File: src/rtl/sc_charge_scheduler_pkg.sv
// Shared types for the charge scheduler: the classified grid condition it consumes.
package sc_charge_scheduler_pkg;

    typedef enum logic [1:0] {
        GRID_NORMAL   = 2'd0,
        GRID_UNSTABLE = 2'd1,
        GRID_CRITICAL = 2'd2
    } grid_state_t;

endpackage

File: src/rtl/sc_charge_scheduler.sv
// Round-robin grant scheduler sharing grid capacity among charger ports,
// with load shedding on a critical grid and a stable-grid recovery window.
//
// state   | meaning
// RUN     | grants admitted/rotated under the grid-derived limit
// SHED    | grid critical, all grants held off
// RECOVER | counting consecutive non-critical cycles before re-admitting
module sc_charge_scheduler
    import sc_charge_scheduler_pkg::*;
#(
    parameter int NUM_PORTS           = 4,
    parameter int MAX_ACTIVE_NORMAL   = 2,
    parameter int MAX_ACTIVE_UNSTABLE = 1,
    parameter int SLICE_CYCLES        = 1000,
    parameter int RECOVERY_CYCLES     = 256
) (
    input  logic                           clk,
    input  logic                           reset_n,
    input  grid_state_t                    grid_state,
    input  logic [NUM_PORTS-1:0]           req,
    input  logic [NUM_PORTS-1:0]           port_fault,
    output logic [NUM_PORTS-1:0]           grant,
    output logic [$clog2(NUM_PORTS+1)-1:0] active_count,
    output logic [1:0]                     sched_state,
    output logic                           slice_pulse
);

    localparam int CW = $clog2(NUM_PORTS + 1);
    localparam int PW = (NUM_PORTS > 1) ? $clog2(NUM_PORTS) : 1;
    localparam int SW = $clog2(SLICE_CYCLES);
    localparam int RW = $clog2(RECOVERY_CYCLES + 1);

    typedef enum logic [1:0] {
        ST_RUN     = 2'd0,
        ST_SHED    = 2'd1,
        ST_RECOVER = 2'd2
    } sched_t;

    sched_t         state_q;
    logic [RW-1:0]  rec_cnt_q;
    logic [SW-1:0]  slice_cnt_q;
    logic [PW-1:0]  rr_q;

    logic [NUM_PORTS-1:0] kept;
    logic [NUM_PORTS-1:0] eligible;
    logic [NUM_PORTS-1:0] grant_nxt;
    logic [CW-1:0]        kept_cnt;
    logic [CW-1:0]        limit;
    logic [PW-1:0]        top_idx;
    logic [PW-1:0]        revoke_idx;
    logic [PW-1:0]        admit_idx;
    logic [PW-1:0]        rr_nxt;
    logic                 critical;
    logic                 slice_cond;
    logic                 slice_fire;

    function automatic logic [CW-1:0] popcount(input logic [NUM_PORTS-1:0] v);
        logic [CW-1:0] c;
        c = '0;
        for (int i = 0; i < NUM_PORTS; i++) begin
            c = c + CW'(v[i]);
        end
        return c;
    endfunction

    // First set bit of vec scanning upward from start, wrapping past the top port.
    function automatic logic [PW-1:0] first_from(input logic [NUM_PORTS-1:0] vec,
                                                 input logic [PW-1:0]        start);
        logic [PW-1:0] sel;
        logic [PW-1:0] p;
        logic          hit;
        int            idx;
        sel = start;
        hit = 1'b0;
        for (int k = 0; k < NUM_PORTS; k++) begin
            idx = int'(start) + k;
            if (idx >= NUM_PORTS) idx = idx - NUM_PORTS;
            p = PW'(idx);
            if (!hit && vec[p]) begin
                sel = p;
                hit = 1'b1;
            end
        end
        return sel;
    endfunction

    function automatic logic [PW-1:0] wrap_inc(input logic [PW-1:0] i);
        return (i == PW'(NUM_PORTS - 1)) ? '0 : i + 1'b1;
    endfunction

    always_comb begin
        critical = (grid_state == GRID_CRITICAL);
        kept     = grant & req & ~port_fault;
        eligible = req & ~port_fault & ~grant;
        kept_cnt = popcount(kept);

        limit = '0;
        if (state_q == ST_RUN) begin
            if (grid_state == GRID_NORMAL)   limit = CW'(MAX_ACTIVE_NORMAL);
            if (grid_state == GRID_UNSTABLE) limit = CW'(MAX_ACTIVE_UNSTABLE);
        end

        top_idx = '0;
        for (int i = 0; i < NUM_PORTS; i++) begin
            if (kept[i]) top_idx = PW'(i);
        end
        revoke_idx = first_from(kept, rr_q);
        admit_idx  = first_from(eligible, rr_q);

        slice_cond = (limit != '0) && (kept_cnt == limit) && (|eligible);
        slice_fire = slice_cond && (slice_cnt_q == SW'(SLICE_CYCLES - 1));

        grant_nxt = '0;
        rr_nxt    = rr_q;
        if (state_q == ST_RUN && !critical) begin
            grant_nxt = kept;
            if (kept_cnt > limit) begin
                grant_nxt[top_idx] = 1'b0;
            end else if (slice_fire) begin
                grant_nxt[revoke_idx] = 1'b0;
                rr_nxt = wrap_inc(revoke_idx);
            end else if (kept_cnt < limit && (|eligible)) begin
                grant_nxt[admit_idx] = 1'b1;
                rr_nxt = wrap_inc(admit_idx);
            end
        end
    end

    always_ff @(posedge clk or negedge reset_n) begin
        if (!reset_n) begin
            state_q      <= ST_RECOVER;
            rec_cnt_q    <= '0;
            slice_cnt_q  <= '0;
            rr_q         <= '0;
            grant        <= '0;
            active_count <= '0;
            slice_pulse  <= 1'b0;
        end else begin
            grant        <= grant_nxt;
            active_count <= popcount(grant_nxt);
            slice_pulse  <= slice_fire;
            rr_q         <= rr_nxt;
            slice_cnt_q  <= (slice_cond && !slice_fire) ? slice_cnt_q + 1'b1 : '0;

            case (state_q)
                ST_RUN: begin
                    if (critical) state_q <= ST_SHED;
                end
                ST_SHED: begin
                    if (!critical) begin
                        state_q   <= ST_RECOVER;
                        rec_cnt_q <= '0;
                    end
                end
                ST_RECOVER: begin
                    if (critical) begin
                        state_q   <= ST_SHED;
                        rec_cnt_q <= '0;
                    end else if (rec_cnt_q == RW'(RECOVERY_CYCLES - 1)) begin
                        state_q   <= ST_RUN;
                        rec_cnt_q <= '0;
                    end else begin
                        rec_cnt_q <= rec_cnt_q + 1'b1;
                    end
                end
                default: begin
                    state_q   <= ST_RECOVER;
                    rec_cnt_q <= '0;
                end
            endcase
        end
    end

    assign sched_state = state_q;

endmodule
File: config.mk
export PLATFORM = sky130hd
export DESIGN_NAME = sc_charge_scheduler
export DESIGN_NICKNAME = d
export VERILOG_FILES = /design/src/rtl/sc_charge_scheduler_pkg.sv /design/src/rtl/sc_charge_scheduler.sv
export SDC_FILE = /design/constraint.sdc
export NUM_CORES = 1
export LEC_CHECK = 0
export CORE_MARGIN = 4
export CORE_UTILIZATION = 35
export CTS_CLUSTER_SIZE = 10
export DETAILED_ROUTE_END_ITERATION = 12
export PLACE_DENSITY = 0.63
export SKIP_CTS_REPAIR_TIMING = 1
export SYNTH_ARGS = -nofsm -noshare
export SYNTH_HDL_FRONTEND = slang
export SYNTH_SLANG_ARGS = --single-unit
export TNS_END_PERCENT = 5
File: constraint.sdc
create_clock -name clk -period 9.4 [get_ports clk]
set_clock_uncertainty 0.1 [all_clocks]
set_input_delay 1.88 -clock clk [delete_from_list [all_inputs] [get_ports clk]]
set_output_delay 1.88 -clock clk [all_outputs]
set_load 0.01 [all_outputs]
---- Word-level counts from Yosys, hierarchy flattened ----
Cells that the tools add are included.
storage, ports and cells
  bits in latches ......................... 0
  bits in writable memories ............... 0
  memories ................................ 0
  memory bits (read-only) ................. 0
  output and inout bits ................... 10
  bits in registers ....................... 31
  input port bits ......................... 12
  logic and storage cells ................. 160
operators by class
  reduce and logical (&&, ||, !) cells .... 31
  $mul .................................... 0
  bitwise operators ....................... 13
  add/sub/neg operators ................... 17
  multiplexer cells ....................... 64
  shifts and indexed selects .............. 0
  divide/modulo/power cells ............... 0
  order comparisons ....................... 16
  eq/ne operators ......................... 12
operators with widths
  operator               count
  $mux 2                 23
  $mux 9                 3
  $pmux 9 s3             1
  $and 4x4->4            6
  $lt 2x3->1 const B     7
  $mux 1                 18
  $bmux 1 s2             8
  $mux 4                 4
  $not 4->4              4
  $logic_and 1x1->1      15
  $add 10x1->10 const B  1
  $eq 10x10->1 const B   1
  $mux 10                1
  $add 9x1->9 const B    1
  $eq 9x8->1 const B     1
  $ge 3x3->1 const B     3
  $eq 2x2->1 const B     4
  $logic_not 1->1        8
  $sub 2x1->2 const B    4
  $add 2x1->3            2
  $add 2x2->3 const B    2
  $add 3x1->3            2
  $demux 1 s2            3
  $ge 2x1->1 const B     3
  20 further kinds       28

---- Logic depth before layout (Yosys ltp) ----
Gate-level depths: netlist (run 1).
  depth after elaboration ................. 27
  gate-level depth with buffers ........... 17
  mapped depth without buffers ............ 17

---- Worst setup path before layout (run 1) ----
OpenSTA, ideal clock, no wires.
  path type ............................... input to register
  start ................................... input port_fault[0]
  end ..................................... register active_count[1]
  path buffers ............................ 1
  setup time .............................. 0.126 ns
  data required time ...................... 9.174 ns
  setup slack ............................. 4.132 ns
  stages on the path ...................... 15
  data arrival time ....................... 5.042 ns
  cell sequence ........................... nand3b_1 inv_1 ha_1 xnor2_1 ha_1 fa_1 nor3b_1 o21ai_1 and2_0 buf_2 o21ai_1 fa_1 inv_1 ha_1 ha_1
between the ends
  word-level cells in the longest chain between the ends .. 27
  elaborated cells between the ends (all ways) .. 78
  those cells by class .................... add/sub (6); order compare (6); eq/ne (1); mux (38); bitwise (8); reduce/logical (19)
RTL lines
  item                          RTL line                                              RTL
  start, declared               sc_charge_scheduler.sv:21                             input logic [NUM_PORTS-1:0] port_fault,
  $not 4->4 (*)                 sc_charge_scheduler.sv:93, sc_charge_scheduler.sv:94
  $and 4x4->4 (2 in series)     sc_charge_scheduler.sv:94                             eligible = req & ~port_fault & ~grant;
  $bmux 1 s2                    sc_charge_scheduler.sv:79                             if (!hit && vec[p]) begin
  $mux 1 (not written as such)  sc_charge_scheduler.sv:79
  $mux 1                        sc_charge_scheduler.sv:79
  $logic_not 1->1               sc_charge_scheduler.sv:79
  $logic_and 1x1->1             sc_charge_scheduler.sv:79
  $mux 1                        sc_charge_scheduler.sv:79
  [... 10 more ...]             --
  $or 4x4->4 (no line)          --
  $mux 4                        sc_charge_scheduler.sv:122                            end else if (kept_cnt < limit && (|eligible)) begin
  $mux 4                        sc_charge_scheduler.sv:119                            end else if (slice_fire) begin
  $mux 4 (*)                    sc_charge_scheduler.sv:117                            if (kept_cnt > limit) begin
  $mux 4 (*)                    sc_charge_scheduler.sv:115                            if (state_q == ST_RUN && !critical) begin
  $add 1x1->2                   sc_charge_scheduler.sv:61                             c = c + CW'(v[i]);
  $add 2x1->3                   sc_charge_scheduler.sv:61
  $add 3x1->3 (*)               sc_charge_scheduler.sv:61
  end signal, assigned          sc_charge_scheduler.sv:140                            active_count <= popcount(grant_nxt);
  end, declared                 sc_charge_scheduler.sv:23                             output logic [$clog2(NUM_PORTS+1)-1:0] active_count,
Every way passes the cells marked *; elsewhere a longest branch is shown, timed or not. The select of a mux whose other input is x is not followed.
A chain may end at the register's enable or synchronous reset.

---- Final worst setup path (run 1) ----
Ends and elaborated chain as after synthesis.

==> metrics.txt, run 1 <==
status=finished, final reports clean; largest area contributor in the netlist=dfrtp_1; CTS Buffer Depth=2; distinct cell type count after synthesis=55; # diodes=0; cell internal pwr=304 uW; Hold Crit Class=reg -> reg; CP endpoint kind=flip-flop; NetSw=134 uW; combinational share of power=26.8%; Synth top area share=35.8%; Worst Max-Slew Pin Slew=654 ps; largest family of logic cells by synthesized area=simple AND/OR/NAND/NOR gates; crit path DAT=5880 ps; drt wl/cell=13.4 um; Syn Inst Count=217; Initial Util=37.1%; DR vias/cell=5.34; Post-Syn Nets=247; Synth Area per Inst=9.65 sq um; Die Width=85.4 um; final slew viol count=0; leak pwr=0.00116 uW; asr flop ratio synth=100%; number of setup violations in the final report=0; Worst-Skew Late Latency=280 ps; Setup WS pre-CTS=3330 ps; Num CTS Buffers=5; CP Class=in -> reg; Reg clk slew, reported paths=70 ps; Port Buffers=21; register area share after synthesis=37.1%; startpoint types=input port; IO Count=22; vias=1670; Main synth FF type=dfrtp_1; final net count=270; Worst slew margin=56.4%; Core Footprint=0.00564 sq mm; final hold slack=356 ps; setup ws final=3580 ps; top cells by area, synth=dfrtp_1, ha_1, o21ai_0; Sw Ratio=30.6%; row count=27; die height=85.4 um; Hold Fails Final Rpt=0; gpl congestion=0.863; total routed wirelength=4200 um; Post-synth EDFFs=0; vias in the first global route=1563; Worst Hold Path Cells=1; DRT iter0 DRCs=123; htree depth=2; CTS Sinks=31; first-pass GRT wire length=7070 um; CTS tree=built; CTS root buffer=clkbuf_8; DR DRC count=0; Synth Area in Simple Gates=23.7%; post-synthesis mux area share=0%; Total GRT Usage=12.1%; DRT antenna net count=0; yosys warns=0; maximum clock rate=172 MHz; CP max FO=8; max cap viols=0; Setup TNS Final=0 ps; share of cells above drive strength 1=10.8%; RSZ-0062 raised after global routing=false; Peak VDD IR=0.120 mV; Worst EP required=9470 ps; area fraction in compound gates after synthesis=19.2%; Area Overhead vs Synth=19.2%; Die ar.=0.00729 sq mm; post-layout min period=5820 ps; XOR/XNOR Fraction of Synth Area=4.18%; initial antenna violation count=0; synthesized area=0.00209 sq mm; DRT Pass-1 Iters=4; number of synthesized register bits=31; largest net degree at the start of global routing=32; Cell Pwr Density=175 mW/mm^2; power share of the clock group=35.6%; Post-Synth Adder-Cell Area=11.5%; Period Utilization, post-route=61.9%; grt total ovfl=0; Worst Reg-to-Reg Cells=14; Sequential Power Share=37.6%; post-DP HPWL=3090 um
==> Yosys cell counts (2+ instances only) <==
cell	n
a21o_1	8
a21oi_1	11
a22o_1	2
a31oi_1	3
and3_1	8
buf_2	3
dfrtp_1	30
fa_1	2
ha_1	16
inv_1	12
nand2_1	11
nand3_1	7
nand3b_1	5
nand4_1	2
nor2_1	18
nor3b_1	5
nor3b_2	2
o211ai_1	2
o21a_1	2
o21ai_0	19
o21ai_1	2
o221ai_1	2
o22ai_1	4
or3b_4	2
xnor2_1	7
xor2_1	3
==> cells in the final DEF (no fill, tap or decap), types with 2 or more instances in the layout <==
master           netlist  final
a21oi_1               11     11
fa_1                   2      2
a31oi_1                3      3
o21a_1                 2      2
o21ai_1                2      2
clkbuf_8               0      5
inv_1                 12     12
nand2_1               11     11
nor3b_1                5      5
xor2_1                 3      3
xnor2_1                7      7
nand3_1                7      7
o211ai_1               2      2
or3b_4                 2      2
and3_1                 8      8
bufinv_16              0      2
nand3b_1               5      5
a21o_1                 8      8
nor3b_2                2      2
nand4_1                2      2
a22o_1                 2      2
o21ai_0               19     19
ha_1                  16     16
o221ai_1               2      2
nor2_1                18     18
clkdlybuf4s50_1        0     21
dfrtp_1               30     30
o22ai_1                4      4
==> critical path: stages <==
cell	delay, ps
clkdlybuf4s50_1	470
nand3b_1	200
inv_1	100
ha_1	330
xnor2_1	140
ha_1	230
fa_1	440
nor3b_1	160
o21ai_1	410
and2_0	340
o21ai_1	170
fa_1	520
inv_1	50
ha_1	170
ha_1	260
==> area by class of cell <==
cell class / count / area, sq um
multi-input cells: 166 / 1230
flip-flops and latches: 31 / 777
well taps: 72 / 90.1
clock buffers: 6 / 72.6
clock inverters: 2 / 60.1
repair buffers: 22 / 218
fillers: 530 / 3140
inverters: 14 / 53.8
==> kinds of logic (layout without fill, tap and decap cells) <==
family / count (synthesis) / after routing
DFF: 31 / 31
adders and majority gates: 18 / 18
and+or+nand+nor: 76 / 76
AOI/OAI and AO/OA: 62 / 62
xor gates and xnor gates: 10 / 10
buffers and inverters: 20 / 44
==> path summary, 6_finish.rpt <==
kind,from,end,slack [ps]
worst max-delay path,port_fault[0],active_count[1],3580
worst min-delay path,slice_cnt_q[0],slice_cnt_q[0],360
worst max register to register,grant[0],active_count[1],5260
worst min register to register,slice_cnt_q[0],slice_cnt_q[0],360
max in group asynchronous,reset_n,sched_state[1],6980
min in group asynchronous,reset_n,active_count[0],1890
==> power groups by stage <==
stage          Sequential, uW  Combinational [uW]  Clock, uW
4_1_cts                   164                 118        161
2_1_floorplan             158                88.3          0
6_report                  165                 117        156
3_5_place_dp              167                 116          0
5_1_grt                   167                 133        167
3_3_place_gp              167                 116          0
==> stage by stage <==
| stage | cell area [sq um] | utilization (%) | cells | power (uW) |
|---|---|---|---|---|
| final | 2500 | 44.3 | 313 | 438 |
| after global routing | 2500 | 44.3 | 313 | 467 |
| after CTS | 2500 | 44.3 | 313 | 443 |
| after detailed placement | 2360 | 41.9 | 305 | 282 |
| after global placement | 2360 | 41.9 | 305 | 282 |
| after floorplan | 2090 | - | 217 | 247 |
==> registers in the layout, summed over array words and instances (netlist names) <==
signal	flops
rr_q	2
grant	4
rec_cnt_q	9
sched_state	2
active_count	3
slice_pulse	1
slice_cnt_q	10
==> routing by layer <==
layer | up-vias | share of wire [%] | track usage, %
met5 | - | 0 | 0
met4 | 0 | 1.4 | 4.60
met3 | 6 | 4.8 | 3.69
met2 | 39 | 45 | 18.0
met1 | 796 | 48 | 16.4
li1 | 829 | - | -
No activity file was read; power rests on OpenSTA's default activity.
==> run 2: changes to the inputs <==
--- a/config.mk
+++ b/config.mk
@@ -9,7 +9,7 @@
 export CORE_UTILIZATION = 35
 export CTS_CLUSTER_SIZE = 10
 export DETAILED_ROUTE_END_ITERATION = 12
-export PLACE_DENSITY = 0.63
+export PLACE_DENSITY = 0.65
 export SKIP_CTS_REPAIR_TIMING = 1
 export SYNTH_ARGS = -nofsm -noshare
 export SYNTH_HDL_FRONTEND = slang
==> constraint.sdc (replaced) <==
create_clock -name clk -period 5.2 [get_ports clk]
set_clock_uncertainty 0.1 [all_clocks]
set_input_delay 1.04 -clock clk [delete_from_list [all_inputs] [get_ports clk]]
set_output_delay 1.04 -clock clk [all_outputs]
set_load 0.01 [all_outputs]
==> metrics.txt, run 2 (synthesis gave the netlist of run 1 again) <==
status=finished, final reports clean; FILL cells=521; CP endpoint kind=flip-flop; critical path, cell by cell=clkdlybuf4s50_1 -> nand3b_1 -> inv_2 -> ha_1 -> xnor2_1 -> ha_1 -> fa_1 -> nor3b_1 -> o21ai_1 -> o221ai_1 -> o211ai_1 -> fa_1 -> inv_1 -> ha_1 -> ha_1; Peak VDD IR=0.116 mV; final slew viol count=0; Top delay family on crit path=adder cells; initial antenna violation count=0; crit path DAT=4840 ps; Area Overhead vs Synth=18.6%; htree depth=2; NetSw=243 uW; total routed wirelength=4230 um; most frequent cells in the layout=dfrtp_1, clkdlybuf4s50_1, o21ai_0, nor2_1, ha_1; cell internal pwr=460 uW; vias in the first global route=1663; share of cells above drive strength 1=12.2%; die height=85.4 um; startpoint types=input port; Worst slew margin=61.6%; final net count=275; # diodes=0; Port Buffers=21; first-pass GRT wire length=7370 um; Regs by FF count=slice_cnt_q: 10 flops, rec_cnt_q: 9 flops, grant: 4 flops; Worst Max-Slew Pin Slew=575 ps; leak pwr=0.00116 uW; DRT iter0 DRCs=125; RSZ-0062 raised after global routing=false; Setup WS pre-CTS=110 ps; row count=27; DR vias/cell=5.21; commonest non-fill, non-tap cell in the layout=dfrtp_1; Worst EP required=5270 ps; Num CTS Buffers=5; Sequential Power Share=42.4%; DR DRC count=0; IO Count=22; footprint of the multi-input gates=0.00123 sq mm; max cap viols=0; Worst Hold Path Cells=1; Levels on crit path=15; CTS Sinks=31; Finished Layout Cells=318; Sw Ratio=34.5%; gpl congestion=0.891; Hold Crit Class=reg -> reg; CTS Buffer Depth=2; post-DP HPWL=3190 um; Worst Reg-to-Reg Cells=14; CTS tree=built; post-layout min period=4780 ps; maximum clock rate=209 MHz; grt total ovfl=0; Hold Fails Final Rpt=0; Total GRT Usage=12.4%; register area=777 sq um; DRT antenna net count=0; Reg clk slew, reported paths=70 ps; Initial Util=37.1%; largest net degree at the start of global routing=32; Core Footprint=0.00564 sq mm; setup ws final=422 ps; Period Utilization, post-route=91.9%; CTS root buffer=clkbuf_8; CP Class=in -> reg; crit-path most repeated cell=ha_1; combinational share of power=31.6%; utilization of the core after routing=44.0%; Die ar.=0.00729 sq mm; Setup TNS Final=0 ps; power share of the clock group=26.0%; CP peak stage delay=470 ps; Worst-Skew Late Latency=280 ps; worst path buffer plus inverter count=3; DRT Pass-1 Iters=4; Largest Register=slice_cnt_q; max reg flops=10; Cell Pwr Density=283 mW/mm^2; CP max FO=8; dpl cells=310; slowest CP cell=clkdlybuf4s50_1; Die Width=85.4 um; drt wl/cell=13.3 um; number of setup violations in the final report=0; vias=1658
-- run 2: layout make-up --
cell class	count	area share, %
Clock buffer	7	3.07
Clock inverter	1	0.202
Inverter	14	2.17
Multi-Input combinational cell	166	49.4
Sequential cell	31	31.3
Tap cell	72	3.63
Timing Repair Buffer	27	10.3
-- run 2: worst paths after layout --
check	slack (ps)	from	endpoint
setup / recovery	420	port_fault[1]	active_count[1]
max in group asynchronous	3620	reset_n	sched_state[1]
hold / removal	360	slice_cnt_q[0]	slice_cnt_q[0]
setup reg to reg	1280	grant[1]	active_count[1]
hold reg to reg	360	slice_cnt_q[0]	slice_cnt_q[0]
min in group asynchronous	1050	reset_n	rec_cnt_q[2]
-- run 2: power groups by stage --
stage,clock [uW],sequential (uW),combinational [uW]
2_1_floorplan,0,286,160
3_3_place_gp,0,302,222
3_5_place_dp,0,302,223
4_1_cts,192,297,224
5_1_grt,202,303,253
6_report,183,298,222
-- run 2: stage by stage --
stage          instance area [sq um]  hold WS [ps]  power (uW)
2_1_floorplan                   2090           322         446
3_3_place_gp                    2400           342         524
3_5_place_dp                    2400           351         525
4_1_cts                         2480           360         713
5_1_grt                         2480           391         759
6_report                        2480           357         702
-- run 2: metal layers --
| layer | wire (um) | GRT usage, % | vias to the layer above | share of wire [%] |
|---|---|---|---|---|
| met4 | 53 | 4.32 | 0 | 1.3 |
| met2 | 1950 | 19.6 | 37 | 46 |
| met1 | 2010 | 16.4 | 774 | 48 |
| li1 | - | - | 840 | - |
| met3 | 208 | 3.20 | 7 | 4.9 |
| met5 | 0 | 0 | - | 0 |
==> run 3: changes to the inputs <==
--- a/config.mk
+++ b/config.mk
@@ -5,12 +5,14 @@
 export SDC_FILE = /design/constraint.sdc
 export NUM_CORES = 1
 export LEC_CHECK = 0
-export CORE_MARGIN = 4
+export CORE_MARGIN = 5
 export CORE_UTILIZATION = 35
 export CTS_CLUSTER_SIZE = 10
 export DETAILED_ROUTE_END_ITERATION = 12
-export PLACE_DENSITY = 0.65
+export DONT_BUFFER_PORTS = 1
+export PLACE_DENSITY = 0.6
 export SKIP_CTS_REPAIR_TIMING = 1
+export SLEW_MARGIN = 20
 export SYNTH_ARGS = -nofsm -noshare
 export SYNTH_HDL_FRONTEND = slang
 export SYNTH_SLANG_ARGS = --single-unit
==> metrics.txt, run 3 (synthesis gave the netlist of run 1 again) <==
Largest Register=slice_cnt_q; # diodes=0; final net count=248; Worst R2R Start=grant[0]; Finished Cell Area=0.00226 sq mm; Worst slew margin=54.1%; drt wl/cell=14.1 um; CP endpoint kind=flip-flop; DRT Pass-1 Iters=4; critical path, cell by cell=nand3b_1 -> inv_1 -> ha_1 -> xnor2_1 -> ha_1 -> fa_1 -> nor3b_1 -> o21ai_1 -> and2_0 -> o21ai_1 -> fa_1 -> inv_1 -> ha_1 -> ha_1; Area Overhead vs Synth=8.06%; Setup TNS Final=0 ps; DRT iter0 DRCs=69; footprint of the multi-input gates=0.00123 sq mm; Initial Util=35.6%; Core Footprint=0.00589 sq mm; htree depth=2; max reg flops=10; largest net degree at the start of global routing=32; Worst Setup SP=port_fault[0]; DR DRC count=0; Reg clk slew, reported paths=70 ps; max cap viols=0; Die ar.=0.00763 sq mm; register area=777 sq um; share of cells above drive strength 1=11.9%; grt total ovfl=0; Setup WS pre-CTS=416 ps; startpoint types=input port; leak pwr=0.00107 uW; vias=1602; CTS Buffer Depth=2; commonest non-fill, non-tap cell in the layout=dfrtp_1; die height=87.4 um; CTS root buffer=clkbuf_8; setup ws final=678 ps; Period Utilization, post-route=87.0%; Hold Crit Class=in -> async; RSZ-0062 raised after global routing=false; slowest CP cell=fa_1; IO Count=22; Finished Layout Cells=294; dpl cells=286; first-pass GRT wire length=7510 um; Cell Pwr Density=319 mW/mm^2; DRT antenna net count=0; Total GRT Usage=12.4%; status=finished, final reports clean; total routed wirelength=4160 um; crit path DAT=4580 ps; CP Class=in -> reg; FILL cells=591; utilization of the core after routing=38.5%; CP max FO=8; Hold Fails Final Rpt=0; initial antenna violation count=0; CTS Sinks=31; crit-path most repeated cell=ha_1; Regs by FF count=slice_cnt_q: 10 flops, rec_cnt_q: 9 flops, grant: 4 flops; Num CTS Buffers=5; Die Width=87.4 um; Post-DP Area=0.00215 sq mm; Worst-Skew Late Latency=280 ps; Port Buffers=0; row count=28; maximum clock rate=221 MHz; most frequent cells in the layout=dfrtp_1, o21ai_0, nor2_1, ha_1, inv_1; gpl congestion=0.897; CP peak stage delay=490 ps; internal reg-to-reg setup slack=1010 ps; post-DP HPWL=3170 um; post-layout min period=4520 ps; Worst EP required=5260 ps; Worst Max-Slew Pin Slew=688 ps; number of setup violations in the final report=0; vias in the first global route=1603; Peak VDD IR=0.188 mV; CTS tree=built; final slew viol count=0; DR vias/cell=5.45
-- run 3: cell types whose count changed in the layout (fill, tap and decap cells not counted), sizes merged --
cell,delta
clkinv,+1
clkdlybuf4s50,-21
clkbuf,-2
bufinv,+1
buf,-6
-- run 3: critical path: cells and delay by family --
| kind | cells | cell delay (ps) |
|---|---|---|
| fa+ha+maj | 6 | 1880 |
| simple gates | 3 | 770 |
| compound gates | 2 | 560 |
| buf+inv | 2 | 190 |
| xor+xnor | 1 | 140 |
-- run 3: per-stage QoR --
step / total power (uW) / hold WS, ps
3_5_place_dp: 492 / 355
4_1_cts: 735 / 329
5_1_grt: 778 / 319
3_3_place_gp: 491 / 348
6_report: 723 / 346
2_1_floorplan: 446 / 322
-- run 3: final timing paths --
path / end / cells after the start
setup / recovery: active_count[1] / 14
hold / removal: rec_cnt_q[5] / 0
setup reg to reg: active_count[1] / 14
hold reg to reg: slice_cnt_q[0] / 1
max in group asynchronous: sched_state[1] / 0
min in group clk: slice_cnt_q[0] / 1
-- run 3: cell type report --
type	count	share of cell area, %
Sequential cell	31	34.3
Clock buffer	5	3.04
Inverter	14	2.38
Tap cell	75	4.15
Clock inverter	3	1.93
Multi-Input combinational cell	166	54.2
-- run 3: per-layer routing --
layer	share of wire (%)	up-vias	global-route usage, %
met3	7.6	2	4.07
li1	-	786	-
met5	0	-	0
met1	47	764	16.1
met2	45	50	19.7
met4	0.34	0	3.77
-- run 3: report_power, final --
part | total [uW] | leakage, uW | switching (uW) | internal [uW]
Sequential | 304 | 0.000421 | 41.4 | 263
Clock | 236 | 0.0000581 | 93.1 | 143
Combinational | 183 | 0.000589 | 106 | 77.0
Total | 723 | 0.00107 | 240 | 482
